$ cat src/rtl/shreg_universal.sv
// W-bit universal shift register with an automatic serialiser FSM.
// Modes in IDLE: hold, shift right, shift left, parallel load.
// A START pulse loads Ip and then shifts it out through So, one bit per
// enabled falling edge of C, and raises BUSY for the transfer and DONE for one clock.
// Optional feature macro: SHREG_ROTATE_EN adds the ROT input. With ROT=1 the
// fill bit is the bit shifted out, so the register rotates.
module shreg_universal #(
    parameter int W         = 4,
    parameter bit MSB_FIRST = 1'b0
) (
    input  logic         C,
    input  logic         CLR,
    input  logic         CE,
    input  logic [1:0]   M,
    input  logic         Is,
    input  logic [W-1:0] Ip,
    input  logic         START,
`ifdef SHREG_ROTATE_EN
    input  logic         ROT,
`endif
    output logic [W-1:0] O,
    output logic         So,
    output logic         BUSY,
    output logic         DONE
);

    localparam int CW = $clog2(W + 1);
    localparam logic [CW-1:0] CNT_INIT = CW'(W);
    localparam logic [CW-1:0] CNT_ONE  = CW'(1);

    typedef enum logic {
        S_IDLE = 1'b0,
        S_XFER = 1'b1
    } state_t;

    state_t        r_state;
    logic [W-1:0]  r_o;
    logic [CW-1:0] r_cnt;
    logic          r_busy;
    logic          r_done;

    logic          w_rot;
    logic          w_fill_r;
    logic          w_fill_l;
    logic [W-1:0]  w_shr;
    logic [W-1:0]  w_shl;
    logic [W-1:0]  w_xfer_next;

`ifdef SHREG_ROTATE_EN
    assign w_rot = ROT;
`else
    assign w_rot = 1'b0;
`endif

    // Fill bit is Is, or the bit falling off the opposite end when rotating
    assign w_fill_r    = w_rot ? r_o[0]   : Is;
    assign w_fill_l    = w_rot ? r_o[W-1] : Is;
    assign w_shr       = {w_fill_r, r_o[W-1:1]};
    assign w_shl       = {r_o[W-2:0], w_fill_l};
    assign w_xfer_next = MSB_FIRST ? w_shl : w_shr;

    // Register, counter and FSM; DONE self-clears on every edge regardless of CE
    always_ff @(negedge C or posedge CLR) begin
        if (CLR) begin
            r_state <= S_IDLE;
            r_o     <= '0;
            r_cnt   <= '0;
            r_busy  <= 1'b0;
            r_done  <= 1'b0;
        end else begin
            r_done <= 1'b0;
            if (CE) begin
                case (r_state)
                    S_IDLE: begin
                        if (START) begin
                            r_o     <= Ip;
                            r_cnt   <= CNT_INIT;
                            r_state <= S_XFER;
                            r_busy  <= 1'b1;
                        end else begin
                            case (M)
                                2'b01:   r_o <= w_shr;
                                2'b10:   r_o <= w_shl;
                                2'b11:   r_o <= Ip;
                                default: r_o <= r_o;
                            endcase
                        end
                    end
                    S_XFER: begin
                        r_o   <= w_xfer_next;
                        r_cnt <= r_cnt - CNT_ONE;
                        if (r_cnt == CNT_ONE) begin
                            r_state <= S_IDLE;
                            r_busy  <= 1'b0;
                            r_done  <= 1'b1;
                        end
                    end
                    default: begin
                        r_state <= S_IDLE;
                        r_busy  <= 1'b0;
                    end
                endcase
            end
        end
    end

    assign O    = r_o;
    assign So   = MSB_FIRST ? r_o[W-1] : r_o[0];
    assign BUSY = r_busy;
    assign DONE = r_done;

endmodule

$ cat config.mk
export PLATFORM = sky130hd
export DESIGN_NAME = shreg_universal
export DESIGN_NICKNAME = d
export VERILOG_FILES = /design/src/rtl/shreg_universal.sv
export SDC_FILE = /design/constraint.sdc
export NUM_CORES = 1
export LEC_CHECK = 0
export BUFFER_PORTS_ARGS = -buffer_cell sky130_fd_sc_hd__buf_4
export CORE_AREA = 2 2 39 41
export CTS_BUF_LIST = sky130_fd_sc_hd__clkbuf_2 sky130_fd_sc_hd__clkbuf_4 sky130_fd_sc_hd__clkbuf_8
export CTS_CLUSTER_DIAMETER = 60
export DETAILED_ROUTE_END_ITERATION = 10
export DIE_AREA = 0 0 41 43
export GPL_TIMING_DRIVEN = 0
export MAX_ROUTING_LAYER = met4
export PLACE_DENSITY = 0.71
export REMOVE_ABC_BUFFERS = 1
export SLEW_MARGIN = 20
export SYNTH_ARGS = -nofsm -noshare
export SYNTH_HDL_FRONTEND = slang
export SYNTH_SLANG_ARGS = --single-unit
$ cat constraint.sdc
create_clock -name C -period 1.75 [get_ports C]
set_input_delay 0.2625 -clock C [delete_from_list [all_inputs] [get_ports C]]
set_output_delay 0.2625 -clock C [all_outputs]
set_load 0.005 [all_outputs]
Word level (Yosys, flattened, before mapping)
Cells that the tools add are included.
{"block": "totals", "ff_bits": 10, "input_bits": 11, "output_inout_bits": 7, "wordCells": 31}
{"block": "classes", "n_addsub": 1, "eq_ne": 7, "n_mux": 14, "bitwise_logic": 1, "n_reduce_logical": 3}
{"op": "$pmux 4 s3", "count": 1}
{"op": "$pmux 4 s2", "count": 1}
{"op": "$mux 1", "count": 7}
{"op": "$pmux 3 s2", "count": 1}
{"op": "$ne 5x2->1 const B", "count": 1}
{"op": "$eq 2x2->1 const B", "count": 2}
{"op": "$mux 4", "count": 1}
{"op": "$pmux 1 s2", "count": 2}
{"op": "$reduce_and 2->1", "count": 2}
{"op": "$eq 3x1->1 const B", "count": 1}
{"op": "$mux 3", "count": 1}
{"op": "$reduce_and 3->1", "count": 1}
{"op": "$sub 3x1->3 const B", "count": 1}
{"op": "$eq 2x1->1 const B", "count": 1}
{"op": "$ne 2x1->1 const B", "count": 1}
{"op": "$ne 2x2->1 const B", "count": 1}
{"op": "$not 1->1", "count": 1}

Logic depth before layout (Yosys ltp)
{"block": "logic_depth", "word_depth": 4, "mapped_depth": 5, "mapped_depth_nobuf": 5}

==> run summary <==
Synth Area in Adders -> 4.20%
Power Density -> 1390 nW/um^2
First-pass GRT wire length -> 2420 um
Final WL -> 1490 um
Clock Pin Slew Worst Setup and Hold Paths -> 0.05 ns
Clock power share -> 16.5%
Routed WL per cell -> 13.7 um
DRC Markers -> 0
WP buf/inv -> 1
Combinational fraction of design power -> 47.7%
Ys Warns -> 0
Final hold violations -> 0
Switch share -> 35.3%
Iter 0 DRT Violations -> 16
Post-route cell area -> 895 um^2
Vias per cell -> 5.46
Largest family of logic cells by synthesized area -> compound AO/OA/AOI/OAI gates
Vias in the first global route -> 573
Status -> complete, but fails checks
Final core occ -> 64.6%
Area after DPL -> 708 um^2
Num rows -> 14
Layout Nets -> 107
Final setup vio count -> 11
Largest net degree at the start of global routing -> 13
Placer Congestion -> 0.667
H-tree levels -> 1
Tot Pwr -> 1.24 mW
Post-synth EDFFs -> 0
Initial Util -> 43.0%
Ys flop type -> dfrtn_1
Cell count after synthesis -> 66
Arrival @ worst endpoint -> 1.71 ns
Drt first pass iters -> 4
Grt total ovfl -> 0
NetSw -> 439 uW
Failing checks -> negative setup slack
Crit path cell chain -> buf_4
Max-slew headroom -> 68.0%
Synth Area in Compound Gates -> 27.7%
Max cap viols -> 0
Simple-gate share of the synthesized area -> 15.8%
Clk_skew -> 0.00422 ns
Sequential Power Share -> 35.8%
Slew @ Worst Pin -> 0.480 ns
Pins Over Slew Limit -> 0
Hold Path Depth -> 2
Die W -> 41 um
CP delay by family, top -> flip-flops
Total track usage -> 20.7%
Clock Tree Root -> clkbuf_4
Worst Path Max Fanout -> 4
ANT cells -> 0
Placed Cells -> 95
Clock sink count -> 10
Worst Path Required -> 1.49 ns
Slowest stage delay, CP -> 0.44 ns
Register area share after synthesis -> 42.0%
Final worst setup slack -> -0.226 ns
Synth async-reset ratio -> 100%
Worst-Skew Late Latency -> 0.27 ns
Area Growth Syn to Fin -> 50.2%
IO Count -> 18
IO Port Bufs -> 17
DP HPWL -> 934 um
Internal power -> 803 uW
Post-Synth XOR/XNOR Area -> 0%
Fraction of layout instances using a drive strength above 1 -> 43.0%
Kind of critical path -> reg -> out
Vias -> 595
Post-synthesis mux area share -> 0%
Die Y -> 43 um
Type of origin of the critical path -> flop
Count of non-filler cells in the finished layout -> 109
Core Area -> 1380 um^2
Num CTS Buffers -> 3
Maximum vdd drop -> 0.775 mV
CTS tree -> built
Initial antenna violation count -> 0
Leak Pwr -> 0.417 nW
DIE AREA -> 1760 um^2
Number of synthesized register bits -> 10
Critical path endpoint category -> output pin
Mapped cell area -> 596 um^2
Hold_buf cts -> 0
Critical path's slowest cell -> dfrtn_1
FF-to-FF path depth -> 3
RSZ-0062 raised after global routing -> yes
Post-route ant nets -> 0
Yosys cell types -> 21
Cell depth of the worst setup path -> 1
HP Class -> reg -> reg
Setup TNS -> -1.52 ns
CTS max path bufs -> 2
Syn avg cell area -> 9.02 um^2
what timing repair did:
action	4_1_cts	5_1_grt
pin swaps	7	6
buffers inserted	8	2
gates resized for setup	7	10
endpoints found under the setup margin	11	11
layer usage:
| layer | up-vias | wire, um | track usage [%] |
|---|---|---|---|
| li1 | 291 | - | - |
| met1 | 279 | 622 | 23.1 |
| met2 | 23 | 752 | 34.1 |
| met3 | 2 | 104 | 3.14 |
| met4 | 0 | 12 | 10.0 |
| met5 | - | 0 | - |
path summary, 6_finish.rpt:
path	endpoint	from	slack [ns]
min in group asynchronous	r_cnt[0]	CLR	0.73
min	r_cnt[1]	r_cnt[1]	0.44
max in group asynchronous	O[3]	CLR	0.72
max reg2reg	O[2]	r_state	0.26
max	O[0]	O[0]	-0.23
min reg2reg	r_cnt[1]	r_cnt[1]	0.44
kinds of logic after synthesis:
family          Yosys count
compound gates           23
simple gates             20
buf+inv                  11
flops                    10
fa+ha+maj                 2
cells in the final DEF, fill, tap and decap left out, types with 2 or more instances in the layout:
cell type	n
a21oi_1	7
buf_4	24
ha_1	2
dfrtn_1	10
buf_12	2
nand3b_1	2
nand2_1	6
nor2_2	3
inv_1	7
nor2_1	4
o22ai_1	2
clkbuf_4	3
o21ai_0	5
a222oi_1	3
registers in the layout, indices dropped and copies added (netlist names):
signal   flops
r_cnt        3
DONE         1
BUSY         1
r_state      1
O            4
power groups by stage:
stage,Combinational [mW],Sequential (mW),Clock (mW)
floorplan,0.250,0.439,0
global placement,0.409,0.453,0
detailed placement,0.422,0.456,0
CTS,0.525,0.435,0.214
global route,0.668,0.463,0.225
finish,0.592,0.444,0.205
area by class of cell:
type / instances / area [um^2]
multi-input cells: 45 / 330
fillers: 111 / 489
repair buffers: 27 / 231
inverters: 7 / 26.3
clock buffers: 4 / 36.3
flip-flops and latches: 10 / 250
well taps: 16 / 20.0
synthesized netlist by cell type, drive strengths merged (2+ instances only):
cell type  instances  area share [%]
a222oi             3             5.0
nor2               8             5.5
inv                7             4.4
nand3b             2             2.5
a21oi              8             6.7
dfrtn             10              42
ha                 2             4.2
nand2              6             3.8
buf                4             5.9
o21ai              6             5.0
o22ai              3             3.2
per-stage QoR:
step / hold slack [ns] / setup slack [ns]
6_report: 0.437 / -0.226
5_1_grt: 0.453 / -0.273
4_1_cts: 0.431 / -0.244
3_5_place_dp: 0.433 / -0.459
3_3_place_gp: 0.432 / -0.434
2_1_floorplan: 0.410 / -0.231
Power figures use the tool's default switching activity.
